[src/rtl/pipe_csel_adder.sv]
// pipe_csel_adder: pipelined carry-select adder/subtractor, one BLOCK_W-bit block resolved per stage
//   clock_i      rising-edge clock
//   reset_n_i    asynchronous active-low reset
//   in_valid_i   operand beat offered          in_ready_o   stage 0 can accept
//   in_a_i       operand A                     in_b_i       operand B
//   in_sub_i     1: A - B (in_cin_i ignored)   in_cin_i     carry-in for add
//   out_valid_o  result valid                  out_ready_i  consumer accepts result
//   out_sum_o    result                        out_cout_o   carry out of MSB (sub: 1 = no borrow)
//   out_ovf_o    signed overflow
//   Define PIPE_CSEL_SAT_EN to clamp out_sum_o to signed max/min on overflow.
module pipe_csel_adder #(
   parameter int WIDTH   = 32,
   parameter int BLOCK_W = 8
) (
   input  logic             clock_i,
   input  logic             reset_n_i,
   input  logic             in_valid_i,
   output logic             in_ready_o,
   input  logic [WIDTH-1:0] in_a_i,
   input  logic [WIDTH-1:0] in_b_i,
   input  logic             in_sub_i,
   input  logic             in_cin_i,
   output logic             out_valid_o,
   input  logic             out_ready_i,
   output logic [WIDTH-1:0] out_sum_o,
   output logic             out_cout_o,
   output logic             out_ovf_o
);
   localparam int NBLK = WIDTH / BLOCK_W;
   // the last stage needs no operand registers
   localparam int NOPS = (NBLK > 1) ? NBLK - 1 : 1;
   localparam logic [NBLK-1:0] ONES = '1;
`ifdef PIPE_CSEL_SAT_EN
   localparam bit SAT_EN = 1'b1;
`else
   localparam bit SAT_EN = 1'b0;
`endif

   if (NBLK < 1 || WIDTH % BLOCK_W != 0) begin : g_param_err
      $error("pipe_csel_adder: WIDTH must be a non-zero multiple of BLOCK_W");
   end

   logic [NBLK-1:0]  v_q, v_d, adv, ld, c_q, c_d, cin_blk;
   logic [NBLK:0]    free;
   logic [WIDTH-1:0] s_q [NBLK];
   logic [WIDTH-1:0] s_d [NBLK];
   logic [WIDTH-1:0] sp  [NBLK];
   logic [WIDTH-1:0] a_d [NBLK];
   logic [WIDTH-1:0] b_d [NBLK];
   logic [WIDTH-1:0] a_q [NOPS];
   logic [WIDTH-1:0] b_q [NOPS];
   logic [BLOCK_W:0] cand0 [NBLK];
   logic [BLOCK_W:0] cand1 [NBLK];
   logic [BLOCK_W:0] sel   [NBLK];
   logic             ovf_q, ovf_d, msb_cin;

   always_comb begin
      // stage k may move if any stage at or after it is empty, or the consumer takes the result
      for (int k = 0; k <= NBLK; k++) free[k] = out_ready_i | ((v_q >> k) != (ONES >> k));
      for (int k = 0; k < NBLK; k++) adv[k] = v_q[k] & free[k+1];
      ld = (adv << 1) | NBLK'(in_valid_i & free[0]);
      v_d = ld | (v_q & ~adv);
      a_d[0] = in_a_i;
      b_d[0] = in_sub_i ? ~in_b_i : in_b_i;
      sp[0] = '0;
      cin_blk = '0;
      cin_blk[0] = in_sub_i | in_cin_i;
      for (int k = 1; k < NBLK; k++) begin
         a_d[k] = a_q[k-1];
         b_d[k] = b_q[k-1];
         sp[k] = s_q[k-1];
         cin_blk[k] = c_q[k-1];
      end
      c_d = '0;
      for (int k = 0; k < NBLK; k++) begin
         cand0[k] = {1'b0, a_d[k][k*BLOCK_W +: BLOCK_W]} + {1'b0, b_d[k][k*BLOCK_W +: BLOCK_W]};
         cand1[k] = {1'b0, a_d[k][k*BLOCK_W +: BLOCK_W]} + {1'b0, b_d[k][k*BLOCK_W +: BLOCK_W]} + (BLOCK_W+1)'(1);
         sel[k] = cin_blk[k] ? cand1[k] : cand0[k];
         s_d[k] = sp[k];
         s_d[k][k*BLOCK_W +: BLOCK_W] = sel[k][BLOCK_W-1:0];
         c_d[k] = sel[k][BLOCK_W];
      end
      // carry into the MSB recovered from its sum bit
      msb_cin = a_d[NBLK-1][WIDTH-1] ^ b_d[NBLK-1][WIDTH-1] ^ s_d[NBLK-1][WIDTH-1];
      ovf_d = c_d[NBLK-1] ^ msb_cin;
      // on overflow both operands share A's sign, which picks the clamp direction
      s_d[NBLK-1] = (SAT_EN && ovf_d) ? (a_d[NBLK-1][WIDTH-1] ? {1'b1, {(WIDTH-1){1'b0}}}
                                                              : {1'b0, {(WIDTH-1){1'b1}}})
                                      : s_d[NBLK-1];
   end

   always_ff @(posedge clock_i or negedge reset_n_i) begin
      if (!reset_n_i) begin
         v_q <= '0;
         c_q <= '0;
         ovf_q <= 1'b0;
         for (int k = 0; k < NBLK; k++) s_q[k] <= '0;
         for (int k = 0; k < NOPS; k++) begin
            a_q[k] <= '0;
            b_q[k] <= '0;
         end
      end else begin
         v_q <= v_d;
         if (ld[NBLK-1]) ovf_q <= ovf_d;
         for (int k = 0; k < NBLK; k++) begin
            if (ld[k]) begin
               s_q[k] <= s_d[k];
               c_q[k] <= c_d[k];
            end
         end
         for (int k = 0; k < NBLK - 1; k++) begin
            if (ld[k]) begin
               a_q[k] <= a_d[k];
               b_q[k] <= b_d[k];
            end
         end
      end
   end

   assign in_ready_o  = free[0];
   assign out_valid_o = v_q[NBLK-1];
   assign out_sum_o   = s_q[NBLK-1];
   assign out_cout_o  = c_q[NBLK-1];
   assign out_ovf_o   = ovf_q;
endmodule

[config.mk]
export PLATFORM = sky130hd
export DESIGN_NAME = pipe_csel_adder
export DESIGN_NICKNAME = d
export VERILOG_FILES = /design/src/rtl/pipe_csel_adder.sv
export SDC_FILE = /design/constraint.sdc
export NUM_CORES = 1
export LEC_CHECK = 0
export BUFFER_PORTS_ARGS = -buffer_cell sky130_fd_sc_hd__buf_4
export CORE_AREA = 2 2 108 162
export DETAILED_ROUTE_END_ITERATION = 16
export DIE_AREA = 0 0 110 164
export PLACE_DENSITY = 0.76
export REMOVE_ABC_BUFFERS = 1
export SLEW_MARGIN = 0
export SYNTH_ARGS = -nofsm -noshare
export SYNTH_HDL_FRONTEND = slang
export SYNTH_SLANG_ARGS = --single-unit
[constraint.sdc]
create_clock -name clock_i -period 3.3 [get_ports clock_i]
set_clock_uncertainty 0.15 [all_clocks]
set_input_delay 0.495 -clock clock_i [delete_from_list [all_inputs] [get_ports clock_i]]
set_output_delay 0.495 -clock clock_i [all_outputs]
set_load 0.005 [all_outputs]
==> flow_metrics.env <==
export IMPL_period_share=0.941
export IMPL_synthArstFlopShare=1.00
export IMPL_fin_hold_ws_ns=0.132
export IMPL_drive_gt1_frac=0.327
export IMPL_final_max_slew_viol_count=0
export IMPL_clkLatencyLatePin_ns=0.43
export IMPL_critPathArrivalTime_ns=3.27
export IMPL_max_cap_viol_count=0
export IMPL_postRouteAntennaNets=0
export IMPL_route_vias_total=5823
export IMPL_final_nets=969
export IMPL_wl_per_cell_um=14.5
export IMPL_antenna_found_initial=0
export IMPL_path_max_fanout=6
export IMPL_yosys_area_top_type="dfrtp_1"
export IMPL_pre_cts_slack_ns=0.0671
export IMPL_power_leakage_nw=4.76
export IMPL_tightestPinTransition_ns=0.884
export IMPL_slew_limit_headroom=0.408
export IMPL_layout_common_cells="dfrtp_1, mux2_2, buf_4"
export IMPL_htree_num_levels=4
export IMPL_setup_viol=0
export IMPL_portBuffers=105
export IMPL_hp_start="in_valid_i"
export IMPL_hold_path_end="v_q[0]$_DFF_PN0_"
export IMPL_power_frac_clock=0.220
export IMPL_design_die_area_mm2=0.0180
export IMPL_syn_inst=753
export IMPL_core_mm2=0.0166
export IMPL_r2r_end="out_ovf_o$_DFFE_PN0P_"
export IMPL_dpl_cell_area_mm2=0.0101
export IMPL_yosysWarnings=0
export IMPL_totalWireLength_um=15700
export IMPL_drtIter0Drc=208
export IMPL_cts_tree="built"
export IMPL_clock_sinks=185
export IMPL_end_kind="flip-flop"
export IMPL_io_pins=106
export IMPL_hold_class="in2reg"
export IMPL_cts_buffers=17
export IMPL_grt_max_degree=91
export IMPL_ys_seq_elements=185
export IMPL_critPathRequiredTime_ns=3.46
export IMPL_dp_hpwl_um=11100
export IMPL_timing_rr_start="a_d[24]$_DFFE_PN0P_"
export IMPL_seq_area_frac_synth=0.515
export IMPL_dp_cells=1048
export IMPL_die_y_um=164
export IMPL_syn_avg_cell_area_um2=11.9
export IMPL_p_int_mw=6.01
export IMPL_tns_ns=0
export IMPL_floorplan_rows=58
export IMPL_cts_resized=0
export IMPL_die_x_um=110
export IMPL_syn_to_final_growth_pct=18.6
export IMPL_cts_root_buf="clkbuf_16"
export IMPL_clockBufferDepth=2
export IMPL_hold_depth=2
export IMPL_synthDominantCellAreaShare=0.515
export IMPL_ys_top_cells_by_area="dfrtp_1, mux2_2, ha_1, xnor2_1, o21ai_0"
export IMPL_min_period_ns=3.10
export IMPL_vdd_ir_drop_max_mv=0.463
export IMPL_grt_pass1_vias=5914
export IMPL_final_hold_viol_count=0
export IMPL_max_freq_ghz=0.322
export IMPL_gp_congestion=0.817
export IMPL_synth_edff_count=0
export IMPL_vias_per_cell=5.39
export IMPL_reg2reg_slack_ns=0.20
export IMPL_overflow=0
export IMPL_p_per_area_mw_per_mm2=848
export IMPL_rsz0062_at_grt="false"
export IMPL_grt_pass1_wl_um=26800
export IMPL_power_frac_comb=0.395
export IMPL_n_antenna_cell=0
export IMPL_track_usage=0.191
export IMPL_path_clk_slew_ns=0.07
export IMPL_ys_types=60
export IMPL_synth_ff_type="dfrtp_1"
export IMPL_final_area_mm2=0.0107
export IMPL_p_seq_frac=0.386
export IMPL_drc_errors=0
export IMPL_reg2regPathDepth=9
export IMPL_final_common_cell="dfrtp_1"
export IMPL_status="finished clean"
export IMPL_fin_cells=1081
export IMPL_first_pass_iters=4
export IMPL_switchingPower_mw=3.03
export IMPL_fin_ws_ns=0.196
export IMPL_cp_start_kind="flip-flop"
export IMPL_initial_utilization=0.541
export IMPL_syn_area_mm2=0.00899
export IMPL_swShare=0.335
export IMPL_path_class="reg2reg"
synth_stat cells (3+ instances only):
cell,count
nand2_1,76
and3_1,3
nor2b_1,6
o31a_1,3
fa_1,4
inv_1,19
nor2_1,20
and4_1,4
a21boi_0,3
and2_1,3
buf_1,7
nor3_1,7
clkbuf_1,22
o21ai_0,64
mux2_2,121
o2111a_1,4
nand4_1,7
a21oi_1,17
a21o_1,3
xnor2_1,50
xor2_1,19
o31ai_1,5
a21o_2,3
a311oi_1,3
or2_2,3
ha_1,37
nand2b_1,6
nand3_1,4
dfrtp_1,185
o21a_1,7
flip-flops by register name, indices dropped and copies added, names as in the netlist:
name / flops
a_d: 48
b_d: 48
s_d: 48
out_sum_o: 32
c_q: 4
v_q: 4
out_ovf_o: 1
timing repair:
action,4_1_cts,5_1_grt
endpoints found under the hold margin,71,0
hold buffers,1,0
endpoints found under the setup margin,0,0
buffers inserted,0,0
cell families after synthesis:
kind of cell	after synthesis	share of synthesized area
and+or+nand+nor	150	0.0790
buffers and inverters	49	0.0206
xor gates and xnor gates	69	0.0672
DFF	185	0.515
AOI/OAI and AO/OA	136	0.104
muxes	123	0.154
adders and majority gates	41	0.0604
final cells by class:
| cell class | count | area [µm²] |
|---|---|---|
| Clock inverter | 13 | 134 |
| Fill cell | 1333 | 5950 |
| Timing Repair Buffer | 116 | 927 |
| Tap cell | 210 | 263 |
| Inverter | 19 | 71.3 |
| Multi-Input combinational cell | 519 | 4190 |
| Clock buffer | 19 | 453 |
| Sequential cell | 185 | 4630 |
per-stage QoR:
stage / util / total power, mW
after detailed placement: 0.606 / 7.11
after global routing: 0.642 / 9.75
final: 0.642 / 9.04
after floorplan: - / 6.06
after CTS: 0.642 / 9.15
after global placement: 0.606 / 6.97
worst max-delay path by stage:
stage                         from                     to  slack (ns)
2_1_floorplan          out_ready_i    a_d[72]$_DFFE_PN0P_        0.33
3_3_place_gp              in_sub_i     c_q[0]$_DFFE_PN0P_        0.19
3_5_place_dp              in_sub_i     c_q[0]$_DFFE_PN0P_        0.07
4_1_cts        a_d[24]$_DFFE_PN0P_  out_ovf_o$_DFFE_PN0P_        0.22
5_1_grt        a_d[24]$_DFFE_PN0P_  out_ovf_o$_DFFE_PN0P_      0.0001
6_report       a_d[24]$_DFFE_PN0P_  out_ovf_o$_DFFE_PN0P_        0.20
metal layers:
| metal | vias up | GRT usage | routed length (µm) |
|---|---|---|---|
| met2 | 87 | 0.336 | 8330 |
| met3 | 22 | 0.0492 | 552 |
| met4 | 0 | 0.0621 | 268 |
| met1 | 2844 | 0.226 | 6540 |
| li1 | 2870 | - | - |
| met5 | - | 0 | 0 |
power by group through the flow:
stage	combinational [mW]	sequential [mW]	clock, mW
floorplan	2.64	3.42	0
global placement	3.47	3.50	0
detailed placement	3.57	3.54	0
CTS	3.61	3.50	2.04
global route	4.00	3.60	2.14
finish	3.57	3.49	1.98
critical path, stage by stage, from the launching register on:
cell      delay [ns]
dfrtp_1         0.38
ha_1            0.23
fa_1            0.41
a211oi_1        0.35
o21ai_1         0.20
a221oi_4        0.42
a31o_1          0.19
nand4_1         0.14
nor2b_1         0.17
a221o_1         0.35
Power figures use the tool's default switching activity.
